[src/rtl/id_ex_stage_pkg.sv]
// id_ex_stage_pkg: default widths, reset PC and ALU opcode encoding shared by the ID/EX stage.
package id_ex_stage_pkg;
  localparam int XLEN_DEF = 32;
  localparam int REG_AW_DEF = 5;
  localparam logic [31:0] RESET_PC_DEF = 32'h0;
  typedef enum logic [3:0] {
    ALU_ADD, ALU_SUB, ALU_SLL, ALU_SLT, ALU_SLTU, ALU_XOR,
    ALU_SRL, ALU_SRA, ALU_OR, ALU_AND, ALU_LUI, ALU_BUF
  } alu_op_e;
endpackage

[src/rtl/operand_fwd_mux.sv]
// operand_fwd_mux: picks MEM result, then WB result, then stored data for one source register.
// With FWD_EN=0 the stored data always passes through.
module operand_fwd_mux #(
  parameter int XLEN = 32,
  parameter int REG_AW = 5,
  parameter bit FWD_EN = 1'b1
) (
  input  logic [REG_AW-1:0] idx_i,
  input  logic [XLEN-1:0]   stored_i,
  input  logic [REG_AW-1:0] mem_rd_i,
  input  logic              mem_reg_write_i,
  input  logic [XLEN-1:0]   mem_result_i,
  input  logic [REG_AW-1:0] wb_rd_i,
  input  logic              wb_reg_write_i,
  input  logic [XLEN-1:0]   wb_result_i,
  output logic [XLEN-1:0]   val_o
);
  logic mem_hit, wb_hit;
  assign mem_hit = FWD_EN && mem_reg_write_i && idx_i != '0 && mem_rd_i == idx_i;
  assign wb_hit  = FWD_EN && wb_reg_write_i && idx_i != '0 && wb_rd_i == idx_i;
  assign val_o   = mem_hit ? mem_result_i : wb_hit ? wb_result_i : stored_i;
endmodule

[src/rtl/id_ex_stage.sv]
// id_ex_stage: ID/EX pipeline register with load-use detection and MEM/WB operand forwarding.
// OPERAND_FORWARD_EN enables forwarding; without it any RAW against EX/MEM/WB stalls decode.
module id_ex_stage import id_ex_stage_pkg::*; #(
  parameter int XLEN = XLEN_DEF,
  parameter int REG_AW = REG_AW_DEF,
  parameter logic [XLEN-1:0] RESET_PC = XLEN'(RESET_PC_DEF)
) (
  input  logic              clk,
  input  logic              rst_n,
  input  logic              id_valid,
  input  logic [XLEN-1:0]   id_pc,
  input  logic [REG_AW-1:0] id_rs1,
  input  logic [REG_AW-1:0] id_rs2,
  input  logic              id_rs1_used,
  input  logic              id_rs2_used,
  input  logic [XLEN-1:0]   id_rs1_data,
  input  logic [XLEN-1:0]   id_rs2_data,
  input  logic [XLEN-1:0]   id_imm,
  input  logic [REG_AW-1:0] id_rd,
  input  logic [3:0]        id_alu_ctrl,
  input  logic              id_use_imm,
  input  logic              id_use_pc,
  input  logic              id_reg_write,
  input  logic              id_mem_read,
  input  logic              id_mem_write,
  input  logic              mem_stall,
  input  logic              flush,
  input  logic [REG_AW-1:0] mem_rd,
  input  logic              mem_reg_write,
  input  logic [XLEN-1:0]   mem_result,
  input  logic [REG_AW-1:0] wb_rd,
  input  logic              wb_reg_write,
  input  logic [XLEN-1:0]   wb_result,
  output logic              id_stall,
  output logic              ex_valid,
  output logic [XLEN-1:0]   ex_pc,
  output logic [XLEN-1:0]   ex_A,
  output logic [XLEN-1:0]   ex_B,
  output logic [3:0]        ex_alu_ctrl,
  output logic [XLEN-1:0]   ex_store_data,
  output logic [REG_AW-1:0] ex_rd,
  output logic              ex_reg_write,
  output logic              ex_mem_read,
  output logic              ex_mem_write
);
`ifdef OPERAND_FORWARD_EN
  localparam bit FWD_EN = 1'b1;
`else
  localparam bit FWD_EN = 1'b0;
`endif
  logic              valid_q, valid_d, use_imm_q, use_imm_d, use_pc_q, use_pc_d;
  logic              rw_q, rw_d, mr_q, mr_d, mw_q, mw_d;
  logic [XLEN-1:0]   pc_q, pc_d, d1_q, d1_d, d2_q, d2_d, imm_q, imm_d;
  logic [REG_AW-1:0] rs1_q, rs1_d, rs2_q, rs2_d, rd_q, rd_d;
  logic [3:0]        alu_q, alu_d;
  logic [XLEN-1:0]   fwd1, fwd2;
  logic              hz1, hz2, haz_stall, hold, bubble;
  function automatic logic hit(input logic [REG_AW-1:0] idx, input logic [REG_AW-1:0] rd,
                               input logic we);
    return we && idx != '0 && idx == rd;
  endfunction
  assign hz1 = id_valid && id_rs1_used && hit(id_rs1, rd_q, valid_q && rw_q);
  assign hz2 = id_valid && id_rs2_used && hit(id_rs2, rd_q, valid_q && rw_q);
`ifdef OPERAND_FORWARD_EN
  assign haz_stall = (hz1 || hz2) && mr_q;
`else
  assign haz_stall = hz1 || hz2 || (id_valid &&
    ((id_rs1_used && (hit(id_rs1, mem_rd, mem_reg_write) || hit(id_rs1, wb_rd, wb_reg_write))) ||
     (id_rs2_used && (hit(id_rs2, mem_rd, mem_reg_write) || hit(id_rs2, wb_rd, wb_reg_write)))));
`endif
  assign id_stall = !flush && (haz_stall || mem_stall);
  assign hold     = !flush && mem_stall;
  assign bubble   = flush || (!mem_stall && (haz_stall || !id_valid));
  // a held source grabs the WB result so it survives that instruction retiring
  always_comb begin
    valid_d = valid_q; pc_d = pc_q; rs1_d = rs1_q; rs2_d = rs2_q; imm_d = imm_q;
    rd_d = rd_q; alu_d = alu_q; use_imm_d = use_imm_q; use_pc_d = use_pc_q;
    rw_d = rw_q; mr_d = mr_q; mw_d = mw_q;
    d1_d = hold && hit(rs1_q, wb_rd, wb_reg_write) ? wb_result : d1_q;
    d2_d = hold && hit(rs2_q, wb_rd, wb_reg_write) ? wb_result : d2_q;
    if (bubble) begin
      valid_d = 1'b0; pc_d = RESET_PC; rs1_d = '0; rs2_d = '0; d1_d = '0; d2_d = '0;
      imm_d = '0; rd_d = '0; alu_d = ALU_ADD; use_imm_d = 1'b0; use_pc_d = 1'b0;
      rw_d = 1'b0; mr_d = 1'b0; mw_d = 1'b0;
    end else if (!hold) begin
      valid_d = 1'b1; pc_d = id_pc; rs1_d = id_rs1; rs2_d = id_rs2; d1_d = id_rs1_data;
      d2_d = id_rs2_data; imm_d = id_imm; rd_d = id_rd; alu_d = id_alu_ctrl;
      use_imm_d = id_use_imm; use_pc_d = id_use_pc;
      rw_d = id_reg_write; mr_d = id_mem_read; mw_d = id_mem_write;
    end
  end
  always_ff @(posedge clk or negedge rst_n) begin
    if (!rst_n) begin
      valid_q <= 1'b0; pc_q <= RESET_PC; rs1_q <= '0; rs2_q <= '0; d1_q <= '0; d2_q <= '0;
      imm_q <= '0; rd_q <= '0; alu_q <= ALU_ADD; use_imm_q <= 1'b0; use_pc_q <= 1'b0;
      rw_q <= 1'b0; mr_q <= 1'b0; mw_q <= 1'b0;
    end else begin
      valid_q <= valid_d; pc_q <= pc_d; rs1_q <= rs1_d; rs2_q <= rs2_d; d1_q <= d1_d;
      d2_q <= d2_d; imm_q <= imm_d; rd_q <= rd_d; alu_q <= alu_d; use_imm_q <= use_imm_d;
      use_pc_q <= use_pc_d; rw_q <= rw_d; mr_q <= mr_d; mw_q <= mw_d;
    end
  end
  operand_fwd_mux #(.XLEN(XLEN), .REG_AW(REG_AW), .FWD_EN(FWD_EN)) u_fwd1 (
    .idx_i(rs1_q), .stored_i(d1_q), .mem_rd_i(mem_rd), .mem_reg_write_i(mem_reg_write),
    .mem_result_i(mem_result), .wb_rd_i(wb_rd), .wb_reg_write_i(wb_reg_write),
    .wb_result_i(wb_result), .val_o(fwd1)
  );
  operand_fwd_mux #(.XLEN(XLEN), .REG_AW(REG_AW), .FWD_EN(FWD_EN)) u_fwd2 (
    .idx_i(rs2_q), .stored_i(d2_q), .mem_rd_i(mem_rd), .mem_reg_write_i(mem_reg_write),
    .mem_result_i(mem_result), .wb_rd_i(wb_rd), .wb_reg_write_i(wb_reg_write),
    .wb_result_i(wb_result), .val_o(fwd2)
  );
  assign ex_valid      = valid_q;
  assign ex_pc         = pc_q;
  assign ex_A          = use_pc_q ? pc_q : fwd1;
  assign ex_B          = use_imm_q ? imm_q : fwd2;
  assign ex_store_data = fwd2;
  assign ex_alu_ctrl   = alu_q;
  assign ex_rd         = rd_q;
  assign ex_reg_write  = rw_q;
  assign ex_mem_read   = mr_q;
  assign ex_mem_write  = mw_q;
endmodule

[config.mk]
export PLATFORM = sky130hd
export DESIGN_NAME = id_ex_stage
export DESIGN_NICKNAME = d
export VERILOG_FILES = /design/src/rtl/id_ex_stage_pkg.sv /design/src/rtl/operand_fwd_mux.sv /design/src/rtl/id_ex_stage.sv
export SDC_FILE = /design/constraint.sdc
export NUM_CORES = 1
export LEC_CHECK = 0
export ABC_AREA = 0
export BUFFER_PORTS_ARGS = -buffer_cell sky130_fd_sc_hd__buf_2
export CORE_AREA = 4 4 146 148
export CTS_BUF_LIST = sky130_fd_sc_hd__clkbuf_8
export CTS_CLUSTER_DIAMETER = 80
export DETAILED_ROUTE_END_ITERATION = 10
export DIE_AREA = 0 0 150 152
export PLACE_DENSITY = 0.79
export SYNTH_ARGS = -nofsm -noshare
export SYNTH_HDL_FRONTEND = slang
export SYNTH_SLANG_ARGS = --single-unit
[constraint.sdc]
create_clock -name clk -period 2.35 [get_ports clk]
set_input_delay 0.1175 -clock clk [delete_from_list [all_inputs] [get_ports clk]]
set_output_delay 0.1175 -clock clk [all_outputs]
set_load 0.005 [all_outputs]
After elaboration in Yosys (flattened, before gate mapping)
Index checks and enable logic that the tools add are counted.
{"block": "word_totals", "in_bits": 235, "reg_bits": 153, "word_cells": 101, "out_inout_bits": 142}
{"block": "classes", "n_reduce_logical": 44, "mux": 32, "n_eq_ne": 11}
{"operator": "32-bit two-way mux", "n": 12}
{"operator": "5-bit equality test", "n": 8}
{"operator": "5-bit two-way mux", "n": 6}
{"operator": "1-bit logical AND", "n": 29}
{"operator": "5-bit nonzero test", "n": 4}
{"operator": "1-bit two-way mux", "n": 12}
{"operator": "1-bit logical OR", "n": 8}
{"operator": "4-bit two-way mux", "n": 2}
{"operator": "3-bit by 1-bit inequality test with 1-bit output, second input constant", "n": 2}
{"operator": "1-bit zero test", "n": 3}
{"operator": "2-bit by 1-bit inequality test with 1-bit output, second input constant", "n": 1}

Logic depth before layout (Yosys ltp)
{"block": "depth", "ltp_word": 12, "ltp_mapped": 9, "mapped_depth_nobuf": 6}

Cells and area by module
Synthesis repeated with hierarchy kept, for this count alone.
{"block": "unflattened", "cells_unflattened": 660, "hier_area_um2": 8252.9}
{"mod": "id_ex_stage", "instances": 1, "area_per_inst_um2": 7772.5, "cells_each": 596, "seq_area_each_um2": 3828.7}
{"mod": "operand_fwd_mux", "instances": 2, "area_per_inst_um2": 240.2, "cells_each": 32, "seq_area_each_um2": 0.0}

Worst setup path after synthesis
Ideal clock, no wire load.
{"block": "synth_path", "path_kind": "register to register", "from": "register rd_q[4] (netlist: ex_rd[4])", "to": "register pc_q[23] (netlist: ex_pc[23])", "t_required_ns": 2.228, "path_slack_ns": 0.232, "n_path_buf": 2, "synth_period_minus_slack_ns": 2.118, "stages_incl_launch_ff": 9, "setup_time_ns": 0.122, "t_arrival_ns": 1.996, "cell_sequence": "dfrtp_1 > xor2_1 > or4_1 > nor3_2 > nor2_1 > o2111a_1 > buf_6 > buf_6 > a32o_1"}
{"block": "synth_between", "elab_chain_len": 9, "word_cells_on_any_way": 13, "classes_between": "3 x eq/ne; 1 x mux; 9 x reduce/logical"}
{"item": "start, declared", "line": "id_ex_stage.sv:54", "rtl": "logic [REG_AW-1:0] rs1_q, rs1_d, rs2_q, rs2_d, rd_q, rd_d;"}
{"item": "start signal, assigned", "line": "id_ex_stage.sv:95", "rtl": "imm_q <= '0; rd_q <= '0; alu_q <= ALU_ADD; use_imm_q <= 1'b0; use_pc_q <= 1'b0;"}
{"item": "start signal, assigned", "line": "id_ex_stage.sv:99", "rtl": "d2_q <= d2_d; imm_q <= imm_d; rd_q <= rd_d; alu_q <= alu_d; use_imm_q <= use_imm_d;"}
{"item": "5-bit equality test", "line": "id_ex_stage.sv:60", "rtl": "return we && idx != '0 && idx == rd;"}
{"item": "1-bit logical AND", "line": "id_ex_stage.sv:60"}
{"item": "1-bit logical AND (on tied branches)", "line": "id_ex_stage.sv:62, id_ex_stage.sv:63"}
{"item": "1-bit logical OR (*) (2 in a row)", "line": "id_ex_stage.sv:67", "rtl": "assign haz_stall = hz1 || hz2 || (id_valid &&"}
{"item": "1-bit logical OR (*)", "line": "id_ex_stage.sv:73", "rtl": "assign bubble = flush || (!mem_stall && (haz_stall || !id_valid));"}
{"item": "1-bit logical AND (*)", "line": "id_ex_stage.sv:73"}
{"item": "1-bit logical OR (*)", "line": "id_ex_stage.sv:73"}
{"item": "2-bit by 1-bit inequality test with 1-bit output (no line) or 32-bit two-way mux (tied branches)"}
{"item": "end signal, assigned", "line": "id_ex_stage.sv:94", "rtl": "valid_q <= 1'b0; pc_q <= RESET_PC; rs1_q <= '0; rs2_q <= '0; d1_q <= '0; d2_q <= '0;"}
{"item": "end signal, assigned", "line": "id_ex_stage.sv:98", "rtl": "valid_q <= valid_d; pc_q <= pc_d; rs1_q <= rs1_d; rs2_q <= rs2_d; d1_q <= d1_d;"}
{"item": "end, declared", "line": "id_ex_stage.sv:53", "rtl": "logic [XLEN-1:0] pc_q, pc_d, d1_q, d1_d, d2_q, d2_d, imm_q, imm_d;"}
Mark *: on every way between the ends. The rest lies on a longest branch, timed or not.
A chain may end at the register's enable or synchronous reset.

Worst setup path in the final report
{"block": "layout_path", "from": "register rd_q[4] (netlist: ex_rd[4])", "to": "output id_stall"}
{"block": "layout_between", "elab_chain_len": 7, "word_cells_on_any_way": 10, "classes_between": "2 x eq/ne; 8 x reduce/logical"}
{"item": "5-bit equality test", "line": "id_ex_stage.sv:60"}
{"item": "1-bit logical AND", "line": "id_ex_stage.sv:60"}
{"item": "1-bit logical AND (on tied branches)", "line": "id_ex_stage.sv:62, id_ex_stage.sv:63"}
{"item": "1-bit logical OR (*) (2 in a row)", "line": "id_ex_stage.sv:67"}
{"item": "1-bit logical OR (*)", "line": "id_ex_stage.sv:71", "rtl": "assign id_stall = !flush && (haz_stall || mem_stall);"}
{"item": "1-bit logical AND (*)", "line": "id_ex_stage.sv:71"}
{"item": "end, declared", "line": "id_ex_stage.sv:34", "rtl": "output logic id_stall,"}
Marked as above.

==> metrics <==
register area share after synthesis=48.6%; TritonCTS clock tree=done; Final min period=2.41 ns; cells on worst reg2reg path=7; height of the die=152 microns; Setup Skew=0.0165 ns; overall track demand over capacity in global routing=28.1%; worst-case register-to-register setup slack=-0.03 ns; Num CTS Buffers=17; netlist area before placement=7880 sq um; total area of multi-input combinational cells=3630 sq um; async set-or-reset flop fraction in the synthesized netlist=100%; final hold violations=0; Slew Viols, Final=0; share of the core filled with cells in the final layout=61.1%; number of global-route vias before repair=9189; largest net degree at the start of global routing=85; ports placed on the boundary=377; Total Power=5.99 mW; final wirelength=33.3 mm; NumNets Final=1464; per-cell via count in the routed design=5.72; count of different cell masters after synthesis=35; FF-to-FF Start=ex_rd[4]; number of nets in the synthesized netlist=962; overflow left after global routing=0; buffer cell driving the clock tree root=sky130_fd_sc_hd__clkbuf_8; power density relative to cell area=489 nW/um^2; CP Data Required Time=2.23 ns; worst hold margin=0.0464 ns; met1 wire length=11.8 mm; top-area cell type share of the netlist area=48.6%; core footprint=20000 sq um; Achievable Freq=415 MHz; register clock-pin slew on the reported worst setup and hold paths=0.09 ns; ys flop type=sky130_fd_sc_hd__dfrtp_1; average cell area after synthesis=10.8 sq um; dominant cells by area after synthesis=sky130_fd_sc_hd__dfrtp_1 49%, sky130_fd_sc_hd__mux2_2 9.1%, sky130_fd_sc_hd__mux2i_1 8.1%, sky130_fd_sc_hd__a32o_1 6.5%, sky130_fd_sc_hd__o22ai_1 5.2%; synthesis-to-layout area growth=55.3%; wire length of the first global-routing pass=50.3 mm; cell area after placement=9960 sq um; first-iteration detailed-routing DRC count=688; die area=22800 sq um; area taken by flip-flops and latches=3830 sq um; max-cap violation count=0; highest fanout seen on the critical path=2; source-to-sink clock delay at the later pin of the worst-skew pair=0.46 ns; type of origin of the critical path=register; tightest slew margin relative to the limit=37.6%; Bufs on Longest Clock Path=2; count of fill cells added during filler insertion=1518; number of detailed-route iterations in the first pass=6; capturing element of the worst setup path=id_stall; share of the cycle needed by the critical path after routing=103%; measured slew at the worst slew-check pin=0.936 ns; layout cell share with drive strength beyond 1=39.3%; Detail Route met3 WL=3.22 mm; PortBufs=344; mean routed wirelength per cell=22.0 microns; element type at the critical path end=primary output; Finished Cell Area=12200 sq um; number of warnings reported in the yosys synthesis log=0; placer's final routability congestion estimate=0.869; HPWL after detailed placement=19.5 mm; post-route ant nets=0; library cell occupying the most area in the post-synthesis netlist=sky130_fd_sc_hd__dfrtp_1; DRC=0; CTS H-tree depth=4; class of the tightest hold or removal check=input pin to register; number of failing setup endpoints in the final timing report=14; violated checks=setup timing; Syn Inst Count=727; static power due to leakage=6.45 nW; initial core utilization=39.3%; launch point of the critical path=ex_rd[4]; Worst Path Arrival=2.29 ns; maximum VDD drop=0.285 mV; Top Layer Used=met4; placed cells=1292; synthesis-stage register bit count=153; WS Path Type=register to primary output; Die W=150 microns; Final Non-Filler Cells=1514; result of the run=finished with violations; clk sink count=153; unrepaired setup endpoints after global routing=yes; detailed route wirelength on metal2=16.5 mm; via total after detailed routing=8664; number of standard-cell rows in the floorplan=52; endpoint of the worst-slack reg-to-reg timing path=ex_pc[29]; initial antenna violation count=2; number of synthesized flops with an enable pin=0; final worst setup slack=-0.0617 ns
[layout make-up]
cell class | instances | share of cell area [%]
clock inverter | 15 | 0.961
inverter | 33 | 1.01
tap | 270 | 2.76
antenna | 2 | 0.0409
timing repair buffer | 560 | 32.4
sequential | 153 | 31.3
clock buffer | 17 | 1.91
multi-input combinational | 464 | 29.6
[layout by cell type (no fill, tap or decap), types with 2 or more instances in the layout]
master,instances
sky130_fd_sc_hd__a21oi_1,3
sky130_fd_sc_hd__a32o_1,50
sky130_fd_sc_hd__buf_12,11
sky130_fd_sc_hd__buf_2,343
sky130_fd_sc_hd__buf_4,22
sky130_fd_sc_hd__buf_6,2
sky130_fd_sc_hd__clkbuf_8,17
sky130_fd_sc_hd__clkinv_2,3
sky130_fd_sc_hd__clkinv_4,2
sky130_fd_sc_hd__clkinvlp_4,4
sky130_fd_sc_hd__dfrtp_1,150
sky130_fd_sc_hd__dfrtp_2,3
sky130_fd_sc_hd__diode_2,2
sky130_fd_sc_hd__dlygate4sd3_1,181
sky130_fd_sc_hd__inv_1,33
sky130_fd_sc_hd__inv_6,5
sky130_fd_sc_hd__mux2_2,64
sky130_fd_sc_hd__mux2i_1,64
sky130_fd_sc_hd__nand2_1,106
sky130_fd_sc_hd__nand3b_1,5
sky130_fd_sc_hd__nand4_1,6
sky130_fd_sc_hd__nand4b_1,2
sky130_fd_sc_hd__nor3_1,4
sky130_fd_sc_hd__nor4_1,3
sky130_fd_sc_hd__o21ai_1,5
sky130_fd_sc_hd__o22ai_1,66
sky130_fd_sc_hd__o41ai_1,32
sky130_fd_sc_hd__xnor2_1,24
sky130_fd_sc_hd__xor2_1,14
[sequential cells by signal, summed over array words and instances, names as in the netlist]
signal	cells
ex_valid	1
d2_q	32
rs2_q	5
imm_q	32
d1_q	32
ex_mem_read	1
use_pc_q	1
rs1_q	5
ex_rd	5
ex_mem_write	1
ex_reg_write	1
ex_alu_ctrl	4
use_imm_q	1
ex_pc	32
[stage by stage]
stage	setup TNS, ns	setup WS, ns
after floorplan	0	0.232
after global placement	0	0.121
after detailed placement	0	0.0759
after CTS	-0.113	-0.113
after global routing	-1.50	-0.124
final	-0.259	-0.0617
[how the worst min path moves through the flow]
stage | from | endpoint | cells past startpoint
floorplan | rst_n | d1_q[0] | 0
global placement | rst_n | d2_q[10] | 1
detailed placement | rst_n | d1_q[11] | 1
CTS | wb_result[18] | d2_q[18] | 3
global route | wb_result[18] | d2_q[18] | 3
finish | wb_result[18] | d2_q[18] | 3
[cell usage after synthesis, types with 4 or more instances]
master,count
sky130_fd_sc_hd__dfrtp_1,153
sky130_fd_sc_hd__nand2_1,106
sky130_fd_sc_hd__o22ai_1,66
sky130_fd_sc_hd__mux2_2,64
sky130_fd_sc_hd__mux2i_1,64
sky130_fd_sc_hd__clkbuf_1,52
sky130_fd_sc_hd__a32o_1,51
sky130_fd_sc_hd__inv_1,33
sky130_fd_sc_hd__o41ai_1,32
sky130_fd_sc_hd__xnor2_1,24
sky130_fd_sc_hd__buf_2,17
sky130_fd_sc_hd__xor2_1,14
sky130_fd_sc_hd__buf_6,6
sky130_fd_sc_hd__nand4_1,6
sky130_fd_sc_hd__nand3b_1,5
sky130_fd_sc_hd__o21ai_1,5
sky130_fd_sc_hd__a21oi_1,4
sky130_fd_sc_hd__nor3_1,4
[cell families after synthesis]
logic type	count (synthesis)	share of synthesized area [%]
buf+inv	110	6.13
mux	128	17.3
compound gates	164	16.5
flops	153	48.6
simple gates	134	7.33
xor+xnor	38	4.22
[repair_timing]
item | CTS | global route
hold buffers | 181 | 0
gates cloned | 0 | 3
endpoints found under the setup margin | 1 | 101
pin swaps | 0 | 4
buffers inserted | 0 | 4
gates resized for setup | 0 | 9
hold endpoints to repair | 210 | 0
[layer usage]
layer  up-vias  GRT usage, %
met5         -             0
met4         0          15.3
met3       142          7.45
met2       647          46.4
met1      4192          33.0
li1       3683             -
[power by group]
part | internal [mW] | switching, mW | total [mW] | leakage [nW]
registers | 2.74 | 0.107 | 2.84 | 2.08
logic | 0.664 | 0.604 | 1.27 | 4.20
clock network | 0.750 | 1.13 | 1.87 | 0.172
[critical path, stage by stage (launching register included)]
cell and delay, ns:
sky130_fd_sc_hd__dfrtp_2 0.42, sky130_fd_sc_hd__xor2_1 0.14, sky130_fd_sc_hd__or4_4 0.52, sky130_fd_sc_hd__nor3_4 0.20
sky130_fd_sc_hd__a21oi_1 0.06, sky130_fd_sc_hd__or2_1 0.23, sky130_fd_sc_hd__a21oi_2 0.14, sky130_fd_sc_hd__buf_2 0.14
Power figures use the tool's default switching activity.
